[src/rtl/mux2_pattern_gen.sv]
// Stimulus and check stage for a 2:1 mux. Steps {sel,d1,d0} through all eight
// combinations, holds each for DWELL cycles, and counts mismatches on z_in.
module mux2_pattern_gen #(
    parameter int DWELL = 36,
    parameter int CNT_W = 6,
    parameter int ERR_W = 4
) (
    input  logic             clk,
    input  logic             rst_n,
    input  logic             start,
    input  logic             loop,
    input  logic             z_in,
    output logic             d0,
    output logic             d1,
    output logic             sel,
    output logic             busy,
    output logic             done,
    output logic [2:0]       vec_idx,
    output logic [ERR_W-1:0] err_cnt,
    output logic             err_flag
);

    typedef enum logic [1:0] {
        S_IDLE,
        S_RUN,
        S_DONE
    } state_t;

    localparam logic [CNT_W-1:0] LAST_DWELL = CNT_W'(DWELL - 1);
    localparam logic [CNT_W-1:0] DWELL_ONE  = CNT_W'(1);
    localparam logic [ERR_W-1:0] ERR_MAX    = '1;
    localparam logic [ERR_W-1:0] ERR_ONE    = ERR_W'(1);

    state_t             r_state;
    logic [CNT_W-1:0]   r_dwell;
    logic [2:0]         r_vec_idx;
    logic               r_d0;
    logic               r_d1;
    logic               r_sel;
    logic               r_busy;
    logic               r_done;
    logic [ERR_W-1:0]   r_err_cnt;

    logic               w_expected;
    logic               w_mismatch;
    logic               w_last_cycle;
    logic [2:0]         w_next_idx;

    // The check uses the vector currently on the pins, so it always matches
    // what the mux has been settling on for the whole dwell.
    assign w_expected   = r_sel ? r_d1 : r_d0;
    assign w_mismatch   = (z_in != w_expected);
    assign w_last_cycle = (r_dwell == LAST_DWELL);
    assign w_next_idx   = r_vec_idx + 3'd1;

    // NOTE: sequential state uses non-blocking assignments only, so every
    // register samples pre-edge values regardless of statement order.
    always_ff @(posedge clk) begin
        if (!rst_n) begin
            r_state   <= S_IDLE;
            r_dwell   <= '0;
            r_vec_idx <= 3'd0;
            r_d0      <= 1'b0;
            r_d1      <= 1'b0;
            r_sel     <= 1'b0;
            r_busy    <= 1'b0;
            r_done    <= 1'b0;
            r_err_cnt <= '0;
        end else begin
            r_done <= 1'b0;
            case (r_state)
                S_IDLE: begin
                    if (start) begin
                        r_state             <= S_RUN;
                        r_dwell             <= '0;
                        r_vec_idx           <= 3'd0;
                        r_err_cnt           <= '0;
                        r_busy              <= 1'b1;
                        {r_sel, r_d1, r_d0} <= 3'b000;
                    end
                end

                S_RUN: begin
                    if (w_last_cycle) begin
                        r_dwell <= '0;
                        if (w_mismatch && (r_err_cnt != ERR_MAX)) begin
                            r_err_cnt <= r_err_cnt + ERR_ONE;
                        end
                        if (r_vec_idx != 3'd7) begin
                            r_vec_idx           <= w_next_idx;
                            {r_sel, r_d1, r_d0} <= w_next_idx;
                        end else if (loop) begin
                            r_vec_idx           <= 3'd0;
                            {r_sel, r_d1, r_d0} <= 3'b000;
                        end else begin
                            // vec_idx keeps 7 so the final position stays visible in IDLE.
                            r_state             <= S_DONE;
                            r_busy              <= 1'b0;
                            r_done              <= 1'b1;
                            {r_sel, r_d1, r_d0} <= 3'b000;
                        end
                    end else begin
                        r_dwell <= r_dwell + DWELL_ONE;
                    end
                end

                S_DONE: begin
                    r_state <= S_IDLE;
                end

                default: begin
                    r_state <= S_IDLE;
                end
            endcase
        end
    end

    assign d0       = r_d0;
    assign d1       = r_d1;
    assign sel      = r_sel;
    assign busy     = r_busy;
    assign done     = r_done;
    assign vec_idx  = r_vec_idx;
    assign err_cnt  = r_err_cnt;
    assign err_flag = (r_err_cnt != '0);

endmodule

[config.mk]
export PLATFORM = sky130hd
export DESIGN_NAME = mux2_pattern_gen
export DESIGN_NICKNAME = d
export VERILOG_FILES = /design/src/rtl/mux2_pattern_gen.sv
export SDC_FILE = /design/constraint.sdc
export NUM_CORES = 1
export LEC_CHECK = 0
export CAP_MARGIN = 20
export CORE_MARGIN = 4
export CORE_UTILIZATION = 46
export CTS_BUF_LIST = sky130_fd_sc_hd__clkbuf_16
export DETAILED_ROUTE_END_ITERATION = 12
export PLACE_DENSITY_LB_ADDON = 0.08
export SYNTH_ARGS = -nofsm -noshare
export SYNTH_HDL_FRONTEND = slang
export SYNTH_SLANG_ARGS = --single-unit
[constraint.sdc]
create_clock -name clk -period 1.5 [get_ports clk]
set_input_delay 0.3 -clock clk [delete_from_list [all_inputs] [get_ports clk]]
set_output_delay 0.3 -clock clk [all_outputs]
set_load 0.05 [all_outputs]
### Word level (Yosys, flattened, before mapping)

Cells that the tools add are included.
W data, S select, Z words.

* word-level logic and storage cells: 71
* bits in registers: 20
* bits of input ports: 5
* output and inout bits: 13

* muxes and demuxes: 34
* reductions and logical operators: 11
* add/subtract/negate cells: 3
* bitwise logic cells: 3
* equality and inequality tests: 11

Operators with widths (count)
* $mux W1: 13
* $mux W3: 4
* $mux W4: 3
* $mux W6: 2
* $pmux W6 S2: 1
* $reduce_and A4 Y1: 3
* $ne A2 B2 Y1 const B: 5
* $mux W2: 4
* $pmux W1 S2: 4
* $pmux W4 S2: 1
* $add A6 B1 Y6 const B: 1
* $eq A6 B6 Y1 const B: 1
* $ne A3 B3 Y1 const B: 2
* $pmux W3 S2: 1
* $reduce_and A5 Y1: 1
* $add A4 B1 Y4 const B: 1
* $ne A4 B4 Y1 const B: 1
* $pmux W2 S2: 1
* $reduce_bool A4 Y1: 1
* $reduce_or A4 Y1: 1
* $add A3 B1 Y3 const B: 1
* $not A1 Y1: 3
* $reduce_and A3 Y1: 1
* $eq A2 B1 Y1 const B: 1
* 5 further kinds: 5

### Depth between registers and ports, before layout

Gate-level depths: netlist of the first run.

* depth in word-level cells: 6
* depth in mapped cells: 6
* gate-level depth less buffers: 6

### Worst setup path before layout of the first run

OpenSTA, ideal clock, no wires.

* path type: reg2reg
* start: register r_vec_idx[0], in the netlist vec_idx[0]
* end: register r_d0, in the netlist d0
* buffers on the path: 0
* arrival: 1713 ps
* path slack: -283 ps
* stages on the path, launching flop included: 6
* library setup time: 70 ps
* path through: dfxtp_1 -> ha_1 -> ha_1 -> or3_1 -> or3_1 -> a21oi_1

* longest elaborated chain between the ends: 4

RTL lines
* start: declaration: line 36 `logic [2:0] r_vec_idx;`
* start signal: assignment: line 90 `r_vec_idx <= w_next_idx;`
* $add A3 B1 Y3 / $ne A3 B3 Y1 (equally long branches): line 54, 89
* $mux W1 *: line 89 `if (r_vec_idx != 3'd7) begin`
* $mux W1 *: line 84 `if (w_last_cycle) begin`
* $pmux W1 S2 *: line 71 `case (r_state)`
* end signal: assignment: line 91 `{r_sel, r_d1, r_d0} <= w_next_idx;`
* end: declaration: line 37 `logic r_d0;`

Every way passes the cells marked *; elsewhere a longest branch is shown, timed or not. The select of a mux whose other input is x is not followed.
A chain may end at the register's enable or synchronous reset.

### Worst setup path after layout of the first run

Ends and elaborated chain as after synthesis.

==> results of run 1 <==
-- metrics by stage --
| step | instances | hold WS (ns) | cell area (um2) |
|---|---|---|---|
| 2_1_floorplan | 117 | 0.474 | 1120 |
| 3_3_place_gp | 180 | 0.495 | 1600 |
| 3_5_place_dp | 180 | 0.497 | 1600 |
| 4_1_cts | 184 | 0.519 | 1710 |
| 5_1_grt | 186 | 0.565 | 1770 |
| 6_report | 186 | 0.540 | 1770 |
-- sequential cells by signal, summed over array words and instances, names as in the netlist --
register / count
r_state: 2
err_cnt: 4
vec_idx: 3
done: 1
busy: 1
d1: 1
d0: 1
r_dwell: 6
sel: 1
-- layout by cell type (no fill, tap or decap), drive strengths merged, types with 2 or more instances in the layout --
cell type	n
clkdlybuf4s50	4
o21ai	5
xor2	4
nand3b	2
nand2b	4
and3	2
dfxtp	20
inv	7
nand4	2
nor2b	3
o221a	2
nand3	6
o211ai	3
a21oi	4
o311ai	2
xnor2	2
mux2i	3
a31oi	2
clkbuf	3
ha	5
or3	2
buf	37
nand2	6
nor2	12
or4	2
-- worst max-delay path, delay by kind of cell (launching register included) --
| family | cells | cell delay [ns] |
|---|---|---|
| simple gates | 2 | 0.68 |
| compound gates | 1 | 0.13 |
| flops | 1 | 0.35 |
| fa+ha+maj | 2 | 0.31 |
-- worst max path at each step --
stage | start | endpoint | slack (ns) | depth (start not counted)
floorplan | vec_idx[1]$_SDFFE_PN0P_ | d0$_SDFFE_PN0P_ | -0.04 | 5
global placement | rst_n | err_cnt[3]$_SDFFE_PN0P_ | -0.25 | 5
detailed placement | rst_n | err_cnt[3]$_SDFFE_PN0P_ | -0.27 | 5
CTS | vec_idx[0]$_SDFFE_PN0P_ | d0$_SDFFE_PN0P_ | -0.01 | 5
global route | r_dwell[0]$_SDFFE_PN0P_ | busy$_SDFFE_PN0P_ | -0.08 | 5
finish | vec_idx[0]$_SDFFE_PN0P_ | d0$_SDFFE_PN0P_ | -0.04 | 5
-- where the power goes --
| group | internal, W | total, W | switching (W) |
|---|---|---|---|
| combinational | 0.000117 | 0.000230 | 0.000113 |
| clock | 0.000355 | 0.000562 | 0.000207 |
| sequential | 0.000543 | 0.000561 | 0.0000187 |
-- cell type report --
| type | instances | area, um2 | area share (%) |
|---|---|---|---|
| well taps | 28 | 35.0 | 1.98 |
| clock inverters | 1 | 3.75 | 0.212 |
| flip-flops and latches | 20 | 423 | 23.9 |
| multi-input cells | 87 | 728 | 41.2 |
| repair buffers | 41 | 480 | 27.2 |
| clock buffers | 3 | 75.1 | 4.25 |
| inverters | 6 | 22.5 | 1.27 |
-- repair_timing --
action                                  CTS  global route
gates cloned                              0             0
buffers inserted                          0             2
endpoints found under the setup margin    7            10
resized for setup                        10             8
pin swaps                                 1             5
hold endpoints to repair                  0             0
-- cell families after synthesis --
kind of cell	Yosys count	share of synthesized area, %
buf+inv	10	3.76
flops	20	37.6
mux	3	2.82
fa+ha+maj	5	5.87
compound gates	26	18.7
xor+xnor	6	4.93
simple gates	47	26.4
-- routing by layer --
metal  vias to the layer above  routed length (um)
li1                        512                   -
met3                        19                 238
met1                       553                1350
met4                         0                 123
met5                         -                   0
met2                        66                1660
-- Yosys cell counts (3+ instances only) --
| library cell | number | share of area, % |
|---|---|---|
| dfxtp_1 | 20 | 38 |
| nor2_1 | 12 | 4.2 |
| inv_1 | 6 | 2.1 |
| nand2_1 | 6 | 2.1 |
| nand3_1 | 6 | 2.8 |
| ha_1 | 5 | 5.9 |
| nand2b_1 | 4 | 2.3 |
| o21ai_0 | 4 | 1.9 |
| xor2_1 | 4 | 3.3 |
| a21oi_1 | 3 | 1.4 |
| mux2i_1 | 3 | 2.8 |
| nor2b_1 | 3 | 1.8 |
==> metrics.yaml, run 1 <==
violations: "setup timing"
crit_type: "reg2reg"
dr.pass1.iters: 5
gp_congestion: 0.765
postCtsHoldBufs: 0
fin_crit_sh_pct: 102
area_growth_pct: 65.8
numClockSinks: 20
fin_ws_ns: -0.0354
track_usage_pct: 20.7
rr_endpoint: "d0$_SDFFE_PN0P_"
die_area_um2: 3150
io_pins: 18
cp_max_fo: 2
initial_utilization_pct: 48.2
clock_path_buffers: 2
synth_cells: 117
grt_use_met1_pct: 25.5
rr_startpoint: "vec_idx[0]$_SDFFE_PN0P_"
total_power_w: 0.00135
viasPerCell: 6.18
grt_use_met3_pct: 3.25
crit_slowest_cell: "or3_4"
synth-edff-count: 0
wire_per_inst_um: 18.1
cts_tree: "yes"
synth_seq_cells: 20
numPortBuffers: 17
tns_ns: -0.110
vdd_ir_drop_max_v: 0.000698
nNetsFinal: 169
synth_nets: 127
worstMarginPinSlew_ns: 0.334
cp.arrival_ns: 1.72
r2r_setup_slack_ns: -0.04
hold_class: "reg2reg"
grt_pass1_wl_um: 5140
cap_violations: 0
grt_max_degree: 16
postSynthAreaPerCell_um2: 9.11
syn_area_um2: 1070
htree_levels: 1
cp_common_cell: "ha_4"
hold_violations: 0
holdPathStages: 1
power.density_nw_per_um2: 766
critPathCaptureType: "flop"
post-route-min-period_ns: 1.54
die_h_um: 56.1
place.detailed.hpwl_um: 2100
ys_seq_area_share_pct: 37.6
ys_types: 43
hold_end: "r_dwell[5]$_SDFFE_PN0P_"
slew_viol_final: 0
cp_cell_sequence: "ha_4 > ha_4 > or3_1 > or3_4 > a21oi_2"
rsz0062_at_grt: "true"
routed_wirelength_um: 3370
pre_cts_slack_ns: -0.269
clkTransAtPathRegs_ns: 0.06
cp.required_ns: 1.68
fillers: 128
post-route-util_pct: 79.9
crit_path_start_kind: "flop"
critical-path-max-stage-delay_ns: 0.36
grt_overflow: 0
outcome: "finished, violations left"
max-slew-margin-rel_pct: 77.5
cts_made_buffers: 3
antenna_found_initial: 0
fmax_mhz: 651
drtAntennaViolNets: 0
die_x_um: 56.1
grt_pass1_vias: 1084
yosysWarnings: 0
post-route-drc-count: 0
skew_ns: 0.00282
worstSkewPairLatency_ns: 0.25
vias: 1150
antenna_cells: 0
drive_gt1_share_pct: 46.2
clockRootBuffer: "clkbuf_16"
grt.busiest_layer: "met2"
finalSetupViolCount: 4
r2r_cells: 5
asyncSetResetFlopFracSynth_pct: 0
ys.flop_type: "dfxtp_1"
row_count: 17
worstHoldStart: "r_dwell[5]$_SDFFE_PN0P_"
grt_util_met2_pct: 35.4
drtIter0Drc: 65
p_leak_nw: 0.733
core_area_um2: 2210
No activity file was read; power rests on OpenSTA's default activity.
==> run 2: changes to the inputs <==
Settings changed: PLACE_DENSITY_LB_ADDON 0.08 to 0.25.
==> metrics.yaml, run 2 (synthesis results as in run 1) <==
outcome: "finished, violations left"
violations: "setup timing"
place.detailed.hpwl_um: 2250
skew_ns: 0.00500
row_count: 17
clock_path_buffers: 2
r2r_setup_slack_ns: -0.03
drtAntennaViolNets: 0
antenna_found_initial: 0
post-route-util_pct: 80.9
die_x_um: 56.1
p_leak_nw: 0.732
hold_end: "d0$_SDFFE_PN0P_"
grt_pass1_vias: 1084
vdd_ir_drop_max_v: 0.000833
critPathCaptureType: "flop"
drive_gt1_share_pct: 47.4
numClockSinks: 20
grt_max_degree: 16
rr_startpoint: "vec_idx[0]$_SDFFE_PN0P_"
cap_violations: 0
hold_ws_ns: 0.540
r2r_cells: 7
core_area_um2: 2210
vias: 1092
dr.pass1.iters: 4
antenna_cells: 0
track_usage_pct: 21.0
nNetsFinal: 167
hold_class: "reg2reg"
tns_ns: -0.0287
grt_pass1_wl_um: 5220
worstMarginPinSlew_ns: 0.313
top_register: "r_dwell"
crit_path_start_kind: "flop"
post-route-min-period_ns: 1.53
hold_violations: 0
crit_type: "reg2reg"
largest_reg_flops: 6
drtIter0Drc: 33
power.share.switching_pct: 24.5
clockRootBuffer: "clkbuf_16"
gp_congestion: 0.800
final_common_cell: "buf_4"
numPortBuffers: 17
cp.arrival_ns: 1.67
initial_utilization_pct: 48.2
layout_common_cells: "buf_4 (22), buf_12 (13), nor2_1 (11)"
p_clk_share_pct: 41.3
max-slew-margin-rel_pct: 79.0
fin_crit_sh_pct: 102
rr_endpoint: "vec_idx[2]$_SDFFE_PN0P_"
die_h_um: 56.1
cp.required_ns: 1.64
fmax_mhz: 654
pwr-share-comb_pct: 16.7
fin_ws_ns: -0.0287
viasPerCell: 5.93
die_area_um2: 3150
area_growth_pct: 67.8
htree_levels: 1
io_pins: 18
wire_per_inst_um: 18.2
grt_overflow: 0
worstHoldStart: "d0$_SDFFE_PN0P_"
cp_max_fo: 2
routed_wirelength_um: 3340
p_sw_w: 0.000329
cts_made_buffers: 3
pwr-share-seq_pct: 42.0
worstSkewPairLatency_ns: 0.25
finalSetupViolCount: 1
post-route-drc-count: 0
slew_viol_final: 0
rsz0062_at_grt: "true"
cts_tree: "yes"
holdPathStages: 2
power.internal_w: 0.00101
power.density_nw_per_um2: 749
clkTransAtPathRegs_ns: 0.06
-- run 2: what timing repair did --
action,CTS,global route
gates resized for setup,7,18
pin swaps,4,7
gates cloned,0,0
endpoints found under the setup margin,7,9
buffers inserted,1,1
hold buffers,0,0
-- run 2: power by group through the flow --
stage	Clock (W)	Combinational, W	Sequential [W]
global placement	0	0.000192	0.000570
finish	0.000553	0.000224	0.000563
global route	0.000587	0.000238	0.000565
floorplan	0	0.0000740	0.000594
CTS	0.000555	0.000204	0.000562
detailed placement	0	0.000199	0.000570
-- run 2: area by class of cell --
type / count / area [um2]
Multi-Input combinational cell: 87 / 762
Clock inverter: 1 / 3.75
Inverter: 6 / 22.5
Clock buffer: 3 / 75.1
Timing Repair Buffer: 39 / 468
Fill cell: 120 / 423
Tap cell: 28 / 35.0
Sequential cell: 20 / 423
-- run 2: worst max-delay path by stage --
| stage | from | endpoint | slack, ns | cells past startpoint |
|---|---|---|---|---|
| 2_1_floorplan | vec_idx[1]$_SDFFE_PN0P_ | d0$_SDFFE_PN0P_ | -0.04 | 5 |
| 3_3_place_gp | rst_n | err_cnt[3]$_SDFFE_PN0P_ | -0.23 | 5 |
| 3_5_place_dp | rst_n | err_cnt[3]$_SDFFE_PN0P_ | -0.26 | 5 |
| 4_1_cts | err_cnt[0]$_SDFFE_PN0P_ | err_flag | 0.006 | 4 |
| 5_1_grt | vec_idx[1]$_SDFFE_PN0P_ | vec_idx[2]$_SDFFE_PN0P_ | -0.08 | 7 |
| 6_report | vec_idx[0]$_SDFFE_PN0P_ | vec_idx[2]$_SDFFE_PN0P_ | -0.03 | 7 |
-- run 2: worst max-delay path, cell delays in order (launching register included) --
cell and delay [ns]:
dfxtp_4 0.36, ha_4 0.13, ha_4 0.12, buf_4 0.12, nand2b_4 0.06, a31oi_2 0.25, nor2_2 0.09, o221a_2 0.28
-- run 2: layer usage --
metal | routed length, um | up-vias | GRT usage [%]
met3 | 109 | 13 | 4.18
met5 | 0 | - | 0
met2 | 1710 | 38 | 34.9
li1 | - | 513 | -
met4 | 89 | 0 | 8.47
met1 | 1430 | 528 | 26.4
-- run 2: through the flow --
step	cell area, um2	std cells	total power (W)	setup WS, ns
finish	1790	184	0.00134	-0.0287
global route	1790	184	0.00139	-0.0825
CTS	1690	183	0.00132	0.00606
detailed placement	1580	178	0.000769	-0.256
global placement	1580	178	0.000762	-0.227
floorplan	1120	117	0.000668	-0.0440
==> RTL change 1, RTL diff (settings of run 1) <==
Re-encode `state_t` (3 states) as one-hot, 3 bits wide.
--- a/src/rtl/mux2_pattern_gen.sv
+++ b/src/rtl/mux2_pattern_gen.sv
@@ -20,10 +20,10 @@
     output logic             err_flag
 );
 
-    typedef enum logic [1:0] {
-        S_IDLE,
-        S_RUN,
-        S_DONE
+    typedef enum logic [2:0] {
+        S_IDLE = 3'b001,
+        S_RUN  = 3'b010,
+        S_DONE = 3'b100
     } state_t;
 
     localparam logic [CNT_W-1:0] LAST_DWELL = CNT_W'(DWELL - 1);
Formal check against the unedited RTL: same outputs for any inputs over 10 cycles, from zero or initial values and one cycle with rst_n low; not proved beyond that.
==> RTL change 1 against run 1 <==
- first-iteration DRC count decreased by 46%
- sequential cell count grew 1
- global-route usage down 2.0 points
- setup slack improved by 0.029 ns
- power decreased by 5.8%
- critical path type unchanged
- area after synthesis increased by 2.0%
- critical path depth increased by 1
- utilization down 0.48 points
- sequential share of layout area is 0.62 points higher
- routed wire length fell by 12%
- non-clock buffer count is 1 higher
- cell area rose by 0.35%
- the flow still finishes with violations (setup timing)
- largest cell class unchanged
==> RTL change 1: results (changes against run 1) <==
TritonCTS buffer count 3 (unchanged); post-synthesis sequential area ratio 38.7% (was 37.6%); aggregate negative setup slack -0.00644 ns (was -0.110 ns); drt first pass iters 4 (was 5); grt met2 use 31.4% (was 35.4%); failing checks setup timing (unchanged); M3 GR Usage 3.22% (was 3.25%); most frequent cells after synthesis 21 x dfxtp_1, 13 x nand3_1, 10 x nand2_1, 9 x a21oi_1, 8 x nor2_1 (was 20 x dfxtp_1, 12 x nor2_1, 6 x inv_1, 6 x nand2_1, 6 x nand3_1); vias 1,131 (was 1,150); VDD IR max 809 uV (was 698 uV); worst setup margin -0.00644 ns (was -0.0354 ns); H-tree levels 1 (unchanged); Final HPWL DP 2010 um (was 2100 um); met1 GRT Util 23.1% (was 25.5%); syn_nets 133 (was 127); Post-DP Area 1550 um2 (was 1600 um2); root buffer cell clkbuf_16 (unchanged); routed length per instance 15.6 um (was 18.1 um); arrival time worst endpoint 1.68 ns (was 1.72 ns); Area contributors post-synth dfxtp_1 39%, nand3_1 6.0%, ha_1 5.8% (was dfxtp_1 38%, ha_1 5.9%, nor2_1 4.2%); Yosys Warn Count 0 (unchanged); # setup viols final 1 (was 4); Largest register FFs 6 (unchanged); CP max FO 4 (was 2); worst skew pair latency 0.25 ns (about the same); first-pass GRT wire length 4810 um (was 5140 um); gpl congestion 0.866 (was 0.765); Synth cell types 41 (was 43); I/O Buffers 17 (unchanged); Util after Layout 79.4% (was 79.9%); Clock Tree Buf Depth 2 (unchanged); Post-synth ARST share 0% (unchanged); outcome finished with violations (unchanged); overall routing resource usage 18.7% (was 20.7%); Filler cells 147 (was 128); share of layout cells above drive strength 1 43.8% (was 46.2%); Leak 0.655 nW (was 0.733 nW); Largest Register r_dwell (unchanged); Worst Clk Skew 0.00132 ns (was 0.00282 ns); Max-slew headroom 70.8% (was 77.5%); DRT iter0 DRCs 35 (was 65); fin nets 173 (was 169)
-- RTL change 1: changes by cell type after synthesis, sizes merged, moves of 3 or more --
cell    change
a21oi       +6
nand3       +7
nor2        -4
nand2       +4
xor2        -3
o211ai      -3
nor2b       -3
inv         -4
-- RTL change 1: area by class of cell --
type                    count  area share [%]
repair buffers             42            27.7
clock inverters             1           0.212
well taps                  28            1.97
inverters                   3           0.635
multi-input cells          92            40.7
flip-flops and latches     21            24.5
clock buffers               3            4.23
-- RTL change 1: path summary, 6_finish.rpt --
kind	start	end	slack [ns]	depth (start not counted)
max reg2reg	r_dwell[1]$_SDFFE_PN0P_	vec_idx[0]$_SDFFE_PN0P_	-0.006	6
min reg2reg	vec_idx[1]$_SDFFE_PN0P_	vec_idx[1]$_SDFFE_PN0P_	0.49	2
max	r_dwell[1]$_SDFFE_PN0P_	vec_idx[0]$_SDFFE_PN0P_	-0.006	6
min	vec_idx[1]$_SDFFE_PN0P_	vec_idx[1]$_SDFFE_PN0P_	0.49	2
-- RTL change 1: power by group --
| group | leakage, nW | internal, W | total [W] | switching, W |
|---|---|---|---|---|
| Sequential | 0.175 | 0.000564 | 0.000572 | 0.00000784 |
| Clock | 0.0423 | 0.000355 | 0.000560 | 0.000204 |
| Combinational | 0.437 | 0.0000684 | 0.000143 | 0.0000748 |
-- RTL change 1: worst max-delay path: stages (launching register included) --
cell and delay (ns):
dfxtp_2 0.35, ha_4 0.13, nor4b_4 0.21, buf_4 0.19
o2bb2ai_1 0.19, nand3_1 0.17, o22ai_1 0.18
-- RTL change 1: metal layers --
metal | vias up | share of wire [%]
li1 | 547 | -
met1 | 550 | 45
met2 | 28 | 50
met3 | 6 | 3.1
met4 | 0 | 2.0
met5 | - | 0
-- RTL change 1: repair_timing --
| action | 4_1_cts | 5_1_grt |
|---|---|---|
| setup endpoints to repair | 5 | 17 |
| gates cloned | 0 | 1 |
| setup buffers | 1 | 4 |
| pin swaps | 3 | 8 |
| gates resized for setup | 6 | 15 |
-- RTL change 1: stage by stage --
step	instances	power [W]	setup WS, ns
2_1_floorplan	123	0.000652	-0.0107
3_5_place_dp	180	0.000709	-0.233
5_1_grt	190	0.00131	-0.0908
3_3_place_gp	180	0.000706	-0.161
6_report	190	0.00128	-0.00644
4_1_cts	185	0.00127	-0.000361
-- RTL change 1: kinds of logic (layout without fill, tap and decap cells) --
logic type	after synthesis	count (layout)	synth area share (%)
flops	21	21	38.7
compound gates	34	34	21.3
simple gates	47	47	24.4
xor+xnor	2	2	1.61
mux	4	4	3.68
fa+ha+maj	5	5	5.75
buf+inv	10	49	4.60
==> RTL change 2, RTL diff (settings of run 1) <==
Without the edit above. Set the parameter `CNT_W` to 3 (it was 6).
--- a/src/rtl/mux2_pattern_gen.sv
+++ b/src/rtl/mux2_pattern_gen.sv
@@ -2,7 +2,7 @@
 // combinations, holds each for DWELL cycles, and counts mismatches on z_in.
 module mux2_pattern_gen #(
     parameter int DWELL = 36,
-    parameter int CNT_W = 6,
+    parameter int CNT_W = 3,
     parameter int ERR_W = 4
 ) (
     input  logic             clk,
Check against the original RTL: not equivalent (Yosys sat finds a counterexample within 10 cycles, from zero or initial values and one cycle with rst_n low).
==> RTL change 2 against run 1 <==
- the flow still finishes with violations (setup timing)
- routed wire length fell by 6.0%
- largest cell class unchanged
- power fell by 8.8%
- non-clock buffer count fell by 1
- clock skew rose by 0.0022 ns
- cell area fell by 9.2%
- sequential cell count fell by 3
- setup slack got worse by 0.0049 ns
- count of clock-buffer cells in the layout did not move
- sequential power fell by 16%
- area after synthesis fell by 14%
- combinational power fell by 7%
==> RTL change 2: results (changes against run 1) <==
outcome finished with violations (unchanged); failing checks setup timing (unchanged); routed length per instance 19.1 um (was 18.1 um); CP max stage cell dfxtp_4 (was or3_4); gpl congestion 0.862 (was 0.765); post-synthesis sequential area ratio 37.1% (was 37.6%); most frequent cells after synthesis 17 x dfxtp_1, 10 x nor2_1 (was 20 x dfxtp_1, 12 x nor2_1, 6 x inv_1, 6 x nand2_1, 6 x nand3_1); Via density 5.93 (was 6.18); # setup viols final 3 (was 4); VDD IR max 765 uV (was 698 uV); Syn Inst Count 101 (was 117); grt met2 use 36.6% (was 35.4%); core area 1800 um2 (was 2210 um2); CP max FO 3 (was 2); Place WS -0.364 ns (was -0.269 ns); final WL 3170 um (was 3370 um); Seq cells post-synth 17 (was 20); Largest register FFs 4 (was 6); Pint 0.000918 W (was 0.00102 W); WHS Path Cells 4 (was 1); worst setup margin -0.0403 ns (was -0.0354 ns); syn_nets 112 (was 127); aggregate negative setup slack -0.0864 ns (was -0.110 ns); Post-DP Area 1400 um2 (was 1600 um2); share of layout cells above drive strength 1 49.6% (was 46.2%)
==> RTL change 2: worst max-delay path: cells and delay by family (launching register included) <==
family	cells	cell delay (ns)
AOI/OAI and AO/OA	1	0.15
muxes	1	0.26
and+or+nand+nor	2	0.32
DFF	1	0.36
adders and majority gates	2	0.33
==> RTL change 2: routing by layer <==
layer	up-vias	wire, um
li1	449	-
met1	474	1300
met2	46	1590
met3	15	172
met4	0	103
met5	-	0
==> RTL change 2: area by class of cell <==
type                            instances  area share, %
Timing Repair Buffer                   40           29.8
Multi-Input combinational cell         75           39.3
Tap cell                               25           1.95
Sequential cell                        17           22.9
Inverter                                5           1.17
Clock inverter                          1          0.234
Clock buffer                            3           4.68
==> RTL change 2: path summary, 6_finish.rpt <==
kind | endpoint | slack [ns] | start
hold reg to reg | r_dwell[1]$_SDFFE_PN0P_ | 0.56 | r_dwell[1]$_SDFFE_PN0P_
setup / recovery | vec_idx[1]$_SDFFE_PN0P_ | -0.04 | vec_idx[1]$_SDFFE_PN0P_
hold / removal | r_dwell[2]$_SDFFE_PN0P_ | 0.50 | rst_n
setup reg to reg | vec_idx[1]$_SDFFE_PN0P_ | -0.04 | vec_idx[1]$_SDFFE_PN0P_
==> RTL change 2: repair_timing <==
action                                  4_1_cts  5_1_grt
endpoints found under the setup margin        8        6
buffers inserted                              2        4
endpoints found under the hold margin         0        0
gates resized for setup                      11        9
pin swaps                                     3        1
==> RTL change 2: cells by family (layout without fill, tap and decap cells) <==
logic type	after synthesis	count (layout)	synth area share, %
buf+inv	9	49	4.63
simple gates	44	44	28.7
mux	6	6	6.54
fa+ha+maj	6	6	8.17
compound gates	18	18	13.9
xor+xnor	1	1	0.954
flops	17	17	37.1
